$ cat config.mk
export PLATFORM = sky130hd
export DESIGN_NAME = text_console
export DESIGN_NICKNAME = d
export VERILOG_FILES = /design/src/rtl/text_console_pkg.sv /design/src/rtl/text_row_base.sv /design/src/rtl/text_console.sv
export SDC_FILE = /design/constraint.sdc
export NUM_CORES = 1
export LEC_CHECK = 0
export CAP_MARGIN = 15
export CORE_MARGIN = 2
export CORE_UTILIZATION = 40
export DETAILED_ROUTE_END_ITERATION = 8
export PLACE_DENSITY = 0.69
export SLEW_MARGIN = 10
export SYNTH_ARGS = -nofsm -noshare
export SYNTH_HDL_FRONTEND = slang
export SYNTH_SLANG_ARGS = --single-unit
$ cat constraint.sdc
create_clock -name CLK -period 4.7 [get_ports CLK]
set_input_delay 0.94 -clock CLK [delete_from_list [all_inputs] [get_ports CLK]]
set_output_delay 0.94 -clock CLK [all_outputs]
set_load 0.02 [all_outputs]
$ cat src/rtl/text_console_pkg.sv
// Shared constants, state encoding and byte classification for the text console writer.
package text_console_pkg;

    localparam int unsigned COLS = 100;
    localparam int unsigned ROWS = 37;
    localparam logic [7:0]  BLANK = 8'h20;

    localparam logic [7:0]  CR = 8'h0D;
    localparam logic [7:0]  LF = 8'h0A;
    localparam logic [7:0]  BS = 8'h08;
    localparam logic [7:0]  FF = 8'h0C;

    localparam logic [6:0]  COL_LAST    = 7'(COLS - 1);
    localparam logic [5:0]  ROW_LAST    = 6'(ROWS - 1);
    localparam logic [11:0] LINE_LAST   = 12'(COLS - 1);
    localparam logic [11:0] SCREEN_LAST = 12'(ROWS * COLS - 1);

    typedef enum logic [1:0] {
        CLR_SCREEN = 2'd0,
        IDLE       = 2'd1,
        CLR_LINE   = 2'd2
    } state_e;

    // Bytes that are drawn into the grid rather than interpreted.
    function automatic logic is_printable(input logic [7:0] ch);
        return (ch >= 8'h20) && (ch <= 8'h7E);
    endfunction

endpackage

$ cat src/rtl/text_row_base.sv
// Row base address y*100 built from shifts and adds (64y + 32y + 4y).
module text_row_base (
    input  logic [5:0]  i_row,
    output logic [11:0] o_base
);

    logic [11:0] w_row12;

    assign w_row12 = {6'd0, i_row};
    assign o_base  = (w_row12 << 6) + (w_row12 << 5) + (w_row12 << 2);

endmodule

$ cat src/rtl/text_console.sv
// Character writer: accepts bytes, tracks the cursor and writes the character memory,
// including line clears on line advance and a full-screen clear after reset or FF.
module text_console
    import text_console_pkg::*;
(
    input  logic        CLK,
    input  logic        RESET,
    input  logic [7:0]  CH_DATA,
    input  logic        CH_VALID,
    output logic        CH_READY,
    output logic [11:0] WR_ADDR,
    output logic [7:0]  WR_DATA,
    output logic        WR_EN,
    output logic [6:0]  CUR_X,
    output logic [5:0]  CUR_Y
);

    state_e      r_state, w_state_next;
    logic [11:0] r_cnt, w_cnt_next;
    logic [6:0]  r_x, w_x_next;
    logic [5:0]  r_y, w_y_next, w_y_adv;
    logic        r_ready, w_ready_next;
    logic        r_wr_en, w_wr_en_next;
    logic [11:0] r_wr_addr, w_wr_addr_next;
    logic [7:0]  r_wr_data, w_wr_data_next;
    logic [11:0] w_base_cur;
    logic        w_accept, w_print, w_wrap;

    // r_ready is only ever high while in IDLE, so it alone qualifies acceptance.
    assign w_accept = CH_VALID && r_ready;
    assign w_print  = is_printable(CH_DATA);
    assign w_wrap   = w_print && (r_x == COL_LAST);
    assign w_y_adv  = (r_y == ROW_LAST) ? 6'd0 : (r_y + 6'd1);

    text_row_base u_row_base (
        .i_row  (r_y),
        .o_base (w_base_cur)
    );

    // State register.
    always_ff @(posedge CLK) begin
        if (RESET) begin
            r_state <= CLR_SCREEN;
        end else begin
            r_state <= w_state_next;
        end
    end

    // Next-state decode: clears run to their terminal count, IDLE dispatches on the byte.
    always_comb begin
        w_state_next = r_state;
        case (r_state)
            CLR_SCREEN: begin
                if (r_cnt == SCREEN_LAST) w_state_next = IDLE;
                else                      w_state_next = CLR_SCREEN;
            end
            CLR_LINE: begin
                if (r_cnt == LINE_LAST) w_state_next = IDLE;
                else                    w_state_next = CLR_LINE;
            end
            IDLE: begin
                if (w_accept && (CH_DATA == FF))                  w_state_next = CLR_SCREEN;
                else if (w_accept && ((CH_DATA == LF) || w_wrap)) w_state_next = CLR_LINE;
                else                                              w_state_next = IDLE;
            end
            default: w_state_next = CLR_SCREEN;
        endcase
    end

    // Output/datapath decode: next values of the write port, cursor, counter and ready.
    // A line clear raises ready together with its last write; a screen clear raises it
    // the cycle after, once IDLE has been reached.
    always_comb begin
        w_cnt_next     = 12'd0;
        w_x_next       = r_x;
        w_y_next       = r_y;
        w_ready_next   = 1'b0;
        w_wr_en_next   = 1'b0;
        w_wr_addr_next = r_wr_addr;
        w_wr_data_next = r_wr_data;
        case (r_state)
            CLR_SCREEN: begin
                w_wr_en_next   = 1'b1;
                w_wr_addr_next = r_cnt;
                w_wr_data_next = BLANK;
                if (r_cnt == SCREEN_LAST) w_cnt_next = 12'd0;
                else                      w_cnt_next = r_cnt + 12'd1;
            end
            CLR_LINE: begin
                w_wr_en_next   = 1'b1;
                w_wr_addr_next = w_base_cur + r_cnt;
                w_wr_data_next = BLANK;
                if (r_cnt == LINE_LAST) begin
                    w_cnt_next   = 12'd0;
                    w_ready_next = 1'b1;
                end else begin
                    w_cnt_next   = r_cnt + 12'd1;
                    w_ready_next = 1'b0;
                end
            end
            IDLE: begin
                w_ready_next = 1'b1;
                if (w_accept && w_print) begin
                    w_wr_en_next   = 1'b1;
                    w_wr_addr_next = w_base_cur + {5'd0, r_x};
                    w_wr_data_next = CH_DATA;
                    if (w_wrap) begin
                        w_x_next     = 7'd0;
                        w_y_next     = w_y_adv;
                        w_ready_next = 1'b0;
                    end else begin
                        w_x_next     = r_x + 7'd1;
                    end
                end else if (w_accept) begin
                    case (CH_DATA)
                        CR: w_x_next = 7'd0;
                        LF: begin
                            w_y_next     = w_y_adv;
                            w_ready_next = 1'b0;
                        end
                        BS: begin
                            if (r_x != 7'd0) w_x_next = r_x - 7'd1;
                            else             w_x_next = r_x;
                        end
                        FF: begin
                            // First blank goes out now so the clear spans exactly ROWS*COLS cycles.
                            w_x_next       = 7'd0;
                            w_y_next       = 6'd0;
                            w_ready_next   = 1'b0;
                            w_wr_en_next   = 1'b1;
                            w_wr_addr_next = 12'd0;
                            w_wr_data_next = BLANK;
                            w_cnt_next     = 12'd1;
                        end
                        default: w_x_next = r_x;
                    endcase
                end else begin
                    w_x_next = r_x;
                end
            end
            default: w_cnt_next = 12'd0;
        endcase
    end

    // Registered outputs, cursor and shared clear counter.
    always_ff @(posedge CLK) begin
        if (RESET) begin
            r_cnt     <= 12'd0;
            r_x       <= 7'd0;
            r_y       <= 6'd0;
            r_ready   <= 1'b0;
            r_wr_en   <= 1'b0;
            r_wr_addr <= 12'd0;
            r_wr_data <= 8'd0;
        end else begin
            r_cnt     <= w_cnt_next;
            r_x       <= w_x_next;
            r_y       <= w_y_next;
            r_ready   <= w_ready_next;
            r_wr_en   <= w_wr_en_next;
            r_wr_addr <= w_wr_addr_next;
            r_wr_data <= w_wr_data_next;
        end
    end

    assign CH_READY = r_ready;
    assign WR_EN    = r_wr_en;
    assign WR_ADDR  = r_wr_addr;
    assign WR_DATA  = r_wr_data;
    assign CUR_X    = r_x;
    assign CUR_Y    = r_y;

endmodule

==> flow_metrics.tcl, run 1 <==
set metrics [dict create \
    initial_utilization 0.417 \
    stdcell_area_um2 4300 \
    clock_slew_seen_by_the_registers_of_the_worst_setup_and_hold_paths_ps 110 \
    critPathLaunchType "register" \
    overflow 0 \
    clock_path_buffers 2 \
    route.detailed.wl_per_inst_um 17.1 \
    floorplan.die.height_um 99.8 \
    grt_pass1_vias 3228 \
    worst_r2r_start "CUR_Y[1]" \
    layout_commonest_cell "sky130_fd_sc_hd__dfxtp_1" \
    max_clock_freq_ghz 0.263 \
    area.growth.synth_to_final_pct 17.0 \
    placed_cell_area_um2 4200 \
    postRouteWirelength_um 9940 \
    seq_area_frac_synth 0.267 \
    hold_depth 2 \
    worstSkewPairLatency_ps 320 \
    yosysWarnings 0 \
    hold_path.startpoint "WR_DATA[5]" \
    ios 46 \
    wire_length_of_the_first_global_routing_pass_um 16200 \
    port_buffers 45 \
    report.final.slew_viol_count 0 \
    final-setup-viol-count 0 \
    unrepaired_setup_endpoints_after_global_routing "false" \
    synth_edf_count 0 \
    preCtsSetupSlack_ps 885 \
    synthArstFlopShare 0 \
    dominant_synthesized_flop_cell "sky130_fd_sc_hd__dfxtp_1" \
    worst-slew-pin-transition_ps 830 \
    ff_latch_area_um2 981 \
    gr-usage-all-layers 0.201 \
    die_area_um2 9960 \
    n_antenna_cell 0 \
    drt_pre_antenna_iters 5 \
    final_weighted_congestion_in_routability_driven_placement 0.906 \
    irDropWorstVdd_mv 0.123 \
    numCtsBuffers 5 \
    period_minus_ws_final_ps 3810 \
    cell_variety_after_synth 71 \
    max_cap_viol_count 0 \
    min_to "WR_DATA[5]" \
    required_ps 4950 \
    mostFrequentLayoutCells "49 x sky130_fd_sc_hd__dfxtp_1, 45 x sky130_fd_sc_hd__nor2_1, 45 x sky130_fd_sc_hd__clkdlybuf4s50_1" \
    final.setup.worst_slack_ps 895 \
    multi_input_area_um2 2530 \
    clkSinkCount 49 \
    synth_area_leaders "sky130_fd_sc_hd__dfxtp_1 27%, sky130_fd_sc_hd__ha_1 13%, sky130_fd_sc_hd__nor2_1 4.6%" \
    timing.critical_path.slowest_cell_delay_ps 630 \
    netlist.area_leader.share 0.267 \
    avgSynthCellArea_um2 8.48 \
    gates_resized_cts_repair 0 \
    cts_setup_buffers 0 \
    synthDominantAreaCellType "sky130_fd_sc_hd__dfxtp_1" \
    global_route_met3_usage 0.0299 \
    die_width_um 99.8 \
    critical-path-slowest-cell "sky130_fd_sc_hd__dfxtp_1" \
    timing.reg2reg.worst_path_depth 13 \
    globalRoute.busiestLayer "met2" \
    worst_path_class_setup "reg -> reg" \
    endpoint_kind "register" \
    r2r_slack_ps 890 \
    clock_tree_from_tritoncts "built" \
    postSynthRegisterBits 49 \
    count_of_hold_buffers_inserted_by_post_cts_repair 0 \
    cts-root-buf "sky130_fd_sc_hd__clkbuf_8" \
    critical_path.cell_chain "fa_1, ha_1, fa_1, a21o_1, a21oi_1, xnor2_1, inv_1, ha_1, a21oi_1, o21ai_0, o21bai_1, or3b_2, a31oi_1" \
    ant_nets 0 \
    worst_slew_margin_rel 0.446 \
    dr_total_vias 3418 \
    grt_start_max_net_pins 22 \
    power.leakage_nw 1.67 \
    hold_class "reg -> reg" \
    setup-tns-final_ps 0 \
    power.density_cell_area_nw_per_um2 174 \
    critical_path_peak_fanout 10 \
    syn-cell-area_um2 3670 \
    syn_inst 433 \
    post_drt_via_cell_ratio 5.89 \
    synthesis.nets 486 \
    post-layout-total-power_uw 749 \
    h-tree-depth 2 \
    timing_hold_violations_final 0 \
    run_status "completed" \
    core.rowCount 34 \
    drc 0 \
    worst_ep_arrival_time_ps 4060 \
    detailed_place_hpwl_um 7310 \
    dr.first_iter.drc_count 237 \
    nNetsFinal 524 \
    r2r-end "WR_ADDR[11]" \
    fin_skew_ps 6.85 \
    antenna_violations_before_repair 0 \
    coreArea_um2 8810 \
    drive_above_1_share 0.0657 \
    final_min_period_over_clock_period 0.810 \
    n_fill_cell 851 \
    grt_util_met1 0.269 \
    gr-usage-met2 0.335 \
]
kinds of logic after synthesis:
family	count (synthesis)	synth area share
AO/OA/AOI/OAI	131	0.260
XOR/XNOR	29	0.0692
adder cells (fa/ha/maj)	42	0.153
buffers and inverters	39	0.0440
flip-flops	49	0.267
multiplexers	3	0.00886
AND/OR/NAND/NOR	140	0.197
final cells by class:
| type | count | area share |
|---|---|---|
| clock buffer | 5 | 0.0160 |
| clock inverter | 3 | 0.00612 |
| inverter | 22 | 0.0192 |
| multi-input combinational | 345 | 0.589 |
| sequential | 49 | 0.228 |
| tap | 108 | 0.0315 |
| timing repair buffer | 48 | 0.110 |
cell usage after synthesis (6+ instances only):
cell type and number:
sky130_fd_sc_hd__or3_1 6, sky130_fd_sc_hd__xor2_1 11, sky130_fd_sc_hd__nand3_1 13, sky130_fd_sc_hd__nor3_1 7
sky130_fd_sc_hd__nand2b_1 7, sky130_fd_sc_hd__o21ai_0 13, sky130_fd_sc_hd__a211oi_1 9, sky130_fd_sc_hd__a21oi_1 29
sky130_fd_sc_hd__clkbuf_1 12, sky130_fd_sc_hd__a22oi_1 9, sky130_fd_sc_hd__nand2_1 27, sky130_fd_sc_hd__xnor2_1 18
sky130_fd_sc_hd__ha_1 37, sky130_fd_sc_hd__a21o_1 9, sky130_fd_sc_hd__dfxtp_1 49, sky130_fd_sc_hd__o211ai_1 6
sky130_fd_sc_hd__o21bai_1 6, sky130_fd_sc_hd__nor2_1 45, sky130_fd_sc_hd__inv_1 22
critical path, delay by kind of cell, from the launching register on:
family	cells	cell delay (ps)
adder cells (fa/ha/maj)	4	1520
AO/OA/AOI/OAI	6	870
flip-flops	1	630
AND/OR/NAND/NOR	1	440
XOR/XNOR	1	170
buffers and inverters	1	100
routing by layer:
metal	vias up	wire length, µm	share of wire
li1	1678	-	-
met1	1634	4700	0.47
met4	0	206	0.021
met5	-	0	0
met3	19	381	0.038
met2	87	4650	0.47
per-stage QoR:
step	std cells	hold slack, ps	util
floorplan	433	452	-
global placement	572	432	0.477
detailed placement	572	442	0.477
CTS	580	458	0.488
global route	580	482	0.488
finish	580	451	0.488
worst max path at each step:
stage              from          end  slack (ps)  depth (start not counted)
6_report       CUR_Y[1]  WR_ADDR[11]         890                         13
5_1_grt        CUR_Y[1]  WR_ADDR[11]         580                         13
4_1_cts        CUR_Y[1]  WR_ADDR[11]         860                         13
3_5_place_dp   CUR_Y[1]  WR_ADDR[11]         880                         13
3_3_place_gp   CUR_Y[1]  WR_ADDR[11]        1010                         13
2_1_floorplan  CUR_Y[1]  WR_ADDR[11]        1040                         13
registers in the layout (all words and copies together) (netlist names):
name / cells
CUR_X: 7
r_cnt: 12
r_state: 2
WR_ADDR: 12
CUR_Y: 6
WR_DATA: 8
CH_READY: 1
WR_EN: 1
where the power goes:
part | internal [mW] | switching, mW | total (mW)
Clock | 0.109 | 0.168 | 0.277
Combinational | 0.0205 | 0.0267 | 0.0472
Sequential | 0.420 | 0.00486 | 0.424
No activity file was read; power rests on OpenSTA's default activity.
==> run 2: changes to the inputs <==
--- a/config.mk
+++ b/config.mk
@@ -9,7 +9,7 @@
 export CORE_MARGIN = 2
 export CORE_UTILIZATION = 40
 export DETAILED_ROUTE_END_ITERATION = 8
-export PLACE_DENSITY = 0.69
+export PLACE_DENSITY = 0.71
 export SLEW_MARGIN = 10
 export SYNTH_ARGS = -nofsm -noshare
 export SYNTH_HDL_FRONTEND = slang
==> constraint.sdc (replaced) <==
create_clock -name CLK -period 3.3 [get_ports CLK]
set_input_delay 0.66 -clock CLK [delete_from_list [all_inputs] [get_ports CLK]]
set_output_delay 0.66 -clock CLK [all_outputs]
set_load 0.02 [all_outputs]
==> run 2 against run 1 <==
Against the previous run: setup slack worse by 840 ps; combinational power up 48%; total power up 41%; critical endpoint unchanged; largest cell class unchanged.
==> flow_metrics.tcl, run 2 (synthesis gave the netlist of run 1 again) <==
set metrics [dict create \
    critical_path_peak_fanout 5 \
    run_status "completed" \
    comb_power_share 0.066 \
    wire_length_of_the_first_global_routing_pass_um 16600 \
    critPathLaunchType "register" \
    worst_ep_arrival_time_ps 3490 \
    worst_r2r_start "CUR_Y[0]" \
    clock_slew_seen_by_the_registers_of_the_worst_setup_and_hold_paths_ps 110 \
    timing.reg2reg.worst_path_depth 12 \
    placed_cells_incl_taps 589 \
    grt_pass1_vias 3406 \
    final_min_period_over_clock_period 0.982 \
    clock_path_buffers 2 \
    layout.cells.non_filler 598 \
    cts-root-buf "sky130_fd_sc_hd__clkbuf_8" \
    coreArea_um2 8810 \
    count_of_hold_buffers_inserted_by_post_cts_repair 0 \
    cell_internal_pwr_uw 779 \
    worst_path_class_setup "reg -> reg" \
    ant_nets 0 \
    switching_share 0.263 \
    grt_start_max_net_pins 25 \
    timing_hold_violations_final 0 \
    dr_total_vias 3498 \
    area.growth.synth_to_final_pct 22.8 \
    gr-usage-all-layers 0.203 \
    clock_tree_from_tritoncts "built" \
    die_width_um 99.8 \
    port_buffers 45 \
    detailed_place_hpwl_um 7450 \
    final-setup-viol-count 0 \
    power.leakage_nw 1.77 \
    drt_pre_antenna_iters 4 \
    worst-slew-pin-transition_ps 849 \
    r2r-end "WR_ADDR[11]" \
    antenna_violations_before_repair 0 \
    final_weighted_congestion_in_routability_driven_placement 0.935 \
    floorplan.die.height_um 99.8 \
    switching_power_uw 278 \
    placed_cell_area_um2 4350 \
    nNetsFinal 542 \
    fin_worst_hold_slack_ps 456 \
    die_area_um2 9960 \
    min_to "WR_DATA[5]" \
    drive_above_1_share 0.135 \
    stdcell_area_um2 4510 \
    overflow 0 \
    fin_skew_ps 11.4 \
    drc 0 \
    power.sequential.fraction 0.571 \
    max_clock_freq_ghz 0.309 \
    ios 46 \
    power.share.clock 0.363 \
    timing.critical_path.slowest_cell_delay_ps 480 \
    setup-tns-final_ps 0 \
    clkSinkCount 49 \
    post_drt_via_cell_ratio 5.85 \
    mostFrequentLayoutCells "45 x sky130_fd_sc_hd__dfxtp_1, 45 x sky130_fd_sc_hd__nor2_1, 45 x sky130_fd_sc_hd__clkdlybuf4s50_1" \
    r2r_slack_ps 60 \
    route.detailed.wl_per_inst_um 16.6 \
    hold_class "reg -> reg" \
    period_minus_ws_final_ps 3240 \
    critical_path.cell_chain "fa_1, ha_2, fa_2, a21o_1, a21oi_2, xnor2_1, inv_1, ha_4, nand4_1, o21bai_4, or3b_4, a31oi_1" \
    irDropWorstVdd_mv 0.190 \
    critical-path-slowest-cell "sky130_fd_sc_hd__fa_1" \
    initial_utilization 0.417 \
    h-tree-depth 2 \
    n_antenna_cell 0 \
    unrepaired_setup_endpoints_after_global_routing "true" \
    postRouteWirelength_um 9940 \
    power.density_cell_area_nw_per_um2 234 \
    core.rowCount 34 \
    report.final.slew_viol_count 0 \
    numCtsBuffers 5 \
    worstSkewPairLatency_ps 320 \
    worst_slew_margin_rel 0.431 \
    endpoint_kind "register" \
    hold_depth 2 \
    required_ps 3550 \
    max_cap_viol_count 0 \
    hold_path.startpoint "WR_DATA[5]" \
    dr.first_iter.drc_count 147 \
    final_util 0.512 \
]
## run 2: worst max-delay path by stage
stage / startpoint / to / slack (ps) / cells past startpoint
after floorplan: CUR_Y[5] / WR_ADDR[11] / 10 / 12
after global placement: CUR_Y[0] / WR_ADDR[11] / 10 / 13
after detailed placement: CUR_Y[1] / WR_ADDR[11] / -80 / 13
after CTS: CUR_Y[0] / WR_ADDR[11] / 10 / 13
after global routing: CUR_Y[0] / WR_ADDR[11] / -100 / 12
final: CUR_Y[0] / WR_ADDR[11] / 60 / 12
## run 2: cell type report
class                      count  area, µm²
multi-input combinational    345       2600
tap                          108        135
clock buffer                   5       68.8
inverter                      22       82.6
timing repair buffer          66        608
clock inverter                 3       20.0
sequential                    49        991
fill                         825       4300
## run 2: worst max-delay path, delay by kind of cell, from the launching register on
family / cells / cell delay, ps
adders and majority gates: 4 / 1370
AOI/OAI and AO/OA: 4 / 640
and+or+nand+nor: 2 / 540
DFF: 1 / 360
xor gates and xnor gates: 1 / 140
buffers and inverters: 1 / 110
## run 2: metal layers
metal | part of all wire | global-route usage
met4 | 0.014 | 0.0527
met2 | 0.49 | 0.358
met1 | 0.46 | 0.265
met3 | 0.039 | 0.0237
met5 | 0 | 0
## run 2: power groups by stage
stage	sequential, mW	combinational (mW)	clock, mW
2_1_floorplan	0.618	0.0346	0
4_1_cts	0.603	0.0695	0.394
5_1_grt	0.604	0.0753	0.410
3_5_place_dp	0.617	0.0691	0
3_3_place_gp	0.616	0.0676	0
6_report	0.603	0.0698	0.384
## run 2: stage by stage
stage | power (mW) | setup slack, ps
3_3_place_gp | 0.684 | 14.1
5_1_grt | 1.09 | -101
6_report | 1.06 | 58.8
2_1_floorplan | 0.652 | 11.7
3_5_place_dp | 0.686 | -77.4
4_1_cts | 1.07 | 10.9
## run 2: timing repair
action / CTS / global route
gates cloned: 0 / 0
pin swaps: 2 / 8
setup buffers: 1 / 0
endpoints found under the setup margin: 2 / 2
resized for setup: 3 / 12
